===== src/rtl/serial_add_sub.sv =====
// Bit-serial adder/subtractor: one full-adder cell and a carry FF, one bit per clock, LSB first.
// Define SERIAL_ADD_SUB_SAT_EN to saturate the result on signed overflow.
module serial_add_sub #(
  parameter int unsigned WIDTH = 6
) (
  input  logic             clk,
  input  logic             reset,
  input  logic             start,
  input  logic             sub,
  input  logic [WIDTH-1:0] a,
  input  logic [WIDTH-1:0] b,
  output logic             busy,
  output logic             done,
  output logic [WIDTH-1:0] result,
  output logic             carry_out,
  output logic             overflow
);

  localparam int unsigned CNT_W = (WIDTH > 2) ? $clog2(WIDTH) : 1;
  localparam int unsigned SUM_W = WIDTH - 1;
  localparam logic [CNT_W-1:0] LAST_BIT = CNT_W'(WIDTH - 1);

  typedef enum logic [1:0] {
    IDLE = 2'd0,
    RUN  = 2'd1,
    DONE = 2'd2
  } state_t;

  state_t           r_state;
  logic [WIDTH-1:0] r_a;
  logic [WIDTH-1:0] r_b;
  logic [SUM_W-1:0] r_sum;
  logic [CNT_W-1:0] r_cnt;
  logic             r_carry;
`ifdef SERIAL_ADD_SUB_SAT_EN
  logic             r_a_msb;
`endif

  logic             w_sum;
  logic             w_cout;
  logic             w_ovf;
  logic [WIDTH-1:0] w_final;

  // Full-adder cell; on the last bit r_carry is the carry into the MSB.
  always_comb begin
    w_sum   = r_a[0] ^ r_b[0] ^ r_carry;
    w_cout  = (r_a[0] & r_b[0]) | (r_a[0] & r_carry) | (r_b[0] & r_carry);
    w_ovf   = r_carry ^ w_cout;
    w_final = {w_sum, r_sum};
`ifdef SERIAL_ADD_SUB_SAT_EN
    if (w_ovf) begin
      w_final = r_a_msb ? {1'b1, {SUM_W{1'b0}}} : {1'b0, {SUM_W{1'b1}}};
    end
`endif
  end

  always_ff @(posedge clk) begin
    if (reset) begin
      r_state   <= IDLE;
      r_a       <= '0;
      r_b       <= '0;
      r_sum     <= '0;
      r_cnt     <= '0;
      r_carry   <= 1'b0;
`ifdef SERIAL_ADD_SUB_SAT_EN
      r_a_msb   <= 1'b0;
`endif
      busy      <= 1'b0;
      done      <= 1'b0;
      result    <= '0;
      carry_out <= 1'b0;
      overflow  <= 1'b0;
    end else begin
      case (r_state)
        IDLE: begin
          done <= 1'b0;
          if (start) begin
            // Subtraction as a + ~b + 1: the +1 enters through the carry FF.
            r_a     <= a;
            r_b     <= b ^ {WIDTH{sub}};
            r_carry <= sub;
            r_cnt   <= '0;
            r_sum   <= '0;
`ifdef SERIAL_ADD_SUB_SAT_EN
            r_a_msb <= a[WIDTH-1];
`endif
            busy    <= 1'b1;
            r_state <= RUN;
          end
        end
        RUN: begin
          r_a     <= {1'b0, r_a[WIDTH-1:1]};
          r_b     <= {1'b0, r_b[WIDTH-1:1]};
          r_sum   <= SUM_W'({w_sum, r_sum} >> 1);
          r_carry <= w_cout;
          r_cnt   <= r_cnt + CNT_W'(1);
          if (r_cnt == LAST_BIT) begin
            result    <= w_final;
            carry_out <= w_cout;
            overflow  <= w_ovf;
            done      <= 1'b1;
            busy      <= 1'b0;
            r_state   <= DONE;
          end
        end
        DONE: begin
          done    <= 1'b0;
          r_state <= IDLE;
        end
        default: begin
          busy    <= 1'b0;
          done    <= 1'b0;
          r_state <= IDLE;
        end
      endcase
    end
  end

endmodule


===== config.mk =====
export PLATFORM = sky130hd
export DESIGN_NAME = serial_add_sub
export DESIGN_NICKNAME = d
export VERILOG_FILES = /design/src/rtl/serial_add_sub.sv
export SDC_FILE = /design/constraint.sdc
export NUM_CORES = 1
export LEC_CHECK = 0
export BUFFER_PORTS_ARGS = -buffer_cell sky130_fd_sc_hd__buf_2
export CAP_MARGIN = 20
export CORE_UTILIZATION = 45
export CTS_BUF_LIST = sky130_fd_sc_hd__clkbuf_4 sky130_fd_sc_hd__clkbuf_8
export CTS_CLUSTER_DIAMETER = 30
export DETAILED_ROUTE_END_ITERATION = 8
export PLACE_DENSITY_LB_ADDON = 0.2
export SLEW_MARGIN = 20
export SYNTH_ARGS = -nofsm -noshare
export SYNTH_HDL_FRONTEND = slang
export SYNTH_SLANG_ARGS = --single-unit

===== constraint.sdc =====
create_clock -name clk -period 1.25 [get_ports clk]
set_clock_uncertainty 0.1 [all_clocks]
set_input_delay 0.125 -clock clk [delete_from_list [all_inputs] [get_ports clk]]
set_output_delay 0.125 -clock clk [all_outputs]
set_load 0.01 [all_outputs]

==> impl_metrics.py <==
metrics = {
    "status": {
        "status": "finished with violations",
        "violations": "negative setup slack",
    },
    "min_path": {
        "hold_class": "in2reg",
    },
    "layout": {
        "final_common_cell": "dfxtp_1",
        "syn_to_final_growth_pct": 32.03,
        "nets": 219,
        "nFillCells": 276,
        "design_area_sq_um": 1949,
        "fin_util_pct": 63.33,
        "final_cells": 245,
        "diodes": 0,
        "layout-drive-gt1-share_pct": 40.80,
        "mostFrequentLayoutCells": "27 x dfxtp_1, 25 x buf_2, 16 x nor2_1",
    },
    "clocking": {
        "h-tree-depth": 2,
        "cts.clk_slew.worst_paths_ps": 110,
        "cts_buffers": 5,
        "clkSinkCount": 33,
        "cts_tree": "built",
        "clock_path_buffers": 2,
        "clk_latency_ps": 340,
        "cts_root_buf": "clkbuf_4",
    },
    "yosys": {
        "syn_area_per_cell_sq_um": 9.464,
        "synth_nets": 175,
        "ys_seq_area_share_pct": 44.75,
        "ys_ff_latch": 33,
        "synth_cell_types": 34,
        "synth_area_sq_um": 1476,
        "synth_edf_count": 0,
        "synth_ff_type": "dfxtp_1",
        "yosysWarningCount": 0,
        "synth_cells": 156,
        "async_reset_ff_share_pct": 0,
    },
    "routing": {
        "avgRoutedWirePerCell_um": 12.98,
        "drtIter0Drc": 41,
        "wl_mm": 3.180,
        "ant_nets": 0,
        "drc_errors": 0,
        "vias_per_cell": 5.041,
        "vias": 1235,
        "firstDrtPassIters": 4,
    },
    "placement": {
        "io_buffer_count": 25,
        "hpwl_mm": 2.097,
        "placed_area_sq_um": 1709,
        "placed_cells": 229,
        "place.gp.congestion": 0.7044,
    },
    "die": {
        "die_area_sq_um": 3514,
        "dieWidth_um": 59.28,
        "fp-row-count": 20,
        "die_h_um": 59.28,
        "core_area_sq_um": 3078,
        "boundaryPins": 26,
        "initial_core_util_pct": 47.97,
    },
    "setup_path": {
        "cp_top_family": "simple AND/OR/NAND/NOR gates",
        "worstSetupStartpointType": "flip-flop",
        "cp-end-kind": "flip-flop",
        "slowest_delay_ps": 540,
        "worstPathBufferInverterCount": 1,
        "critPathKind": "reg2reg",
        "critPathMaxFanout": 5,
        "path_cells": "buf_6 > or4b_4 > nor2_1 > a221o_1",
        "required_ps": 1440,
        "cp.arrival_ps": 1600,
        "slowest_stage": "or4b_4",
    },
    "sta": {
        "setup_viol": 23,
        "finalHoldViolations": 0,
        "period_minus_slack_ps": 1415,
        "grt_setup_unrepaired": "yes",
        "fin_crit_sh_pct": 113.2,
        "slew-limit-headroom_pct": 83.74,
        "holdWs_ps": 48.46,
        "setup_ws_ps": -164.5,
        "max_freq_mhz": 707.0,
        "slew_viol_final": 0,
        "worst_slew_pin_slew_ps": 240.6,
    },
    "global_routing": {
        "grt_pass1_vias": 1151,
        "grt_pass1_wl_mm": 5.050,
        "antenna_found_initial": 0,
        "overflow": 0,
        "grt_use_total_pct": 20.15,
        "grt_max_degree": 23,
    },
    "job": {
        "maxCapViolCount": 0,
    },
    "pwr": {
        "peakVddDrop_mv": 0.7756,
        "power.leakage_uw": 0.0008157,
        "power.density_nw_per_um2": 1107,
    },
}
-- stage by stage --
stage / worst slack (ps) / power, uW / setup TNS (ps)
6_report: -164.5 / 2158 / -2115
3_5_place_dp: -168.0 / 1428 / -2859
2_1_floorplan: -34.26 / 1341 / -84.06
5_1_grt: -223.0 / 2268 / -3675
4_1_cts: -138.2 / 2141 / -1787
3_3_place_gp: -131.3 / 1417 / -2098
-- cells in the mapped netlist (2+ instances only) --
| cell type | instances | area share (%) |
|---|---|---|
| a21oi_1 | 17 | 5.8 |
| a221o_1 | 5 | 3.4 |
| a22o_1 | 5 | 3.0 |
| buf_2 | 5 | 1.7 |
| buf_6 | 5 | 3.8 |
| dfxtp_1 | 33 | 45 |
| ha_1 | 2 | 1.7 |
| nand2_1 | 16 | 4.1 |
| nand2b_1 | 7 | 3.0 |
| nand3b_1 | 2 | 1.0 |
| nor2_1 | 18 | 4.6 |
| nor2b_1 | 2 | 0.85 |
| nor3_1 | 6 | 2.0 |
| or3b_1 | 7 | 4.2 |
| xnor2_1 | 7 | 4.2 |
-- per-layer routing --
metal	wire length [um]	up-vias	part of all wire (%)	global-route usage (%)
met5	0	-	0	0
met4	68	0	2.1	8.844
met3	127	7	4.0	7.205
met2	1648	23	52	35.96
met1	1335	573	42	21.06
li1	-	632	-	-
-- logic make-up (layout without fill, tap and decap cells) --
kind of cell               after synthesis  after routing  share of synthesized area, %
AOI/OAI and AO/OA                       35             35                         16.70
xor gates and xnor gates                 7              7                         4.153
adders and majority gates                3              3                         3.051
buffers and inverters                   13             58                         6.863
DFF                                     33             33                         44.75
muxes                                    1              1                        0.6780
and+or+nand+nor                         64             64                         23.81
-- worst reg2reg max path, stage by stage, from the launching register on --
cell and delay, ps:
dfxtp_4 370, buf_6 120, or4b_4 550, nor2_1 120, a221o_1 110
-- sequential cells by signal, indices dropped and copies added, names as in the netlist --
name	count
busy	1
carry_out	1
done	1
overflow	1
r_a	6
r_b	6
r_carry	1
r_cnt	3
r_state	2
r_sum	5
result	6
-- path summary, 6_finish.rpt --
path / end / from / slack, ps / depth (start not counted)
worst max-delay path: r_b[2]$_SDFFE_PP0P_ / r_state[0]$_SDFFE_PP0P_ / -160 / 4
worst min-delay path: r_b[1]$_SDFFE_PP0P_ / b[1] / 50 / 4
worst max register to register: r_b[2]$_SDFFE_PP0P_ / r_state[0]$_SDFFE_PP0P_ / -160 / 4
worst min register to register: result[1]$_SDFFE_PP0P_ / result[1]$_SDFFE_PP0P_ / 360 / 2
-- where the power goes --
part | internal, uW | switching, uW | total (uW)
logic | 183 | 145 | 328
registers | 1100 | 32.8 | 1130
clock network | 326 | 374 | 700
-- layout make-up --
class | count | area [sq um] | area share, %
timing repair buffer | 49 | 354.1 | 18.16
clock inverter | 1 | 5.005 | 0.2567
tap | 44 | 55.05 | 2.824
sequential | 33 | 673.1 | 34.53
clock buffer | 7 | 65.06 | 3.338
multi-input combinational | 110 | 793.3 | 40.69
inverter | 1 | 3.754 | 0.1926
-- what timing repair did --
item,CTS,global route
hold buffers,1,0
setup endpoints to repair,26,29
pin swaps,5,8
gates cloned,0,0
setup buffers,5,2
endpoints found under the hold margin,1,0
resized for setup,18,13
Note: power is estimated with default switching activity, not from simulation.
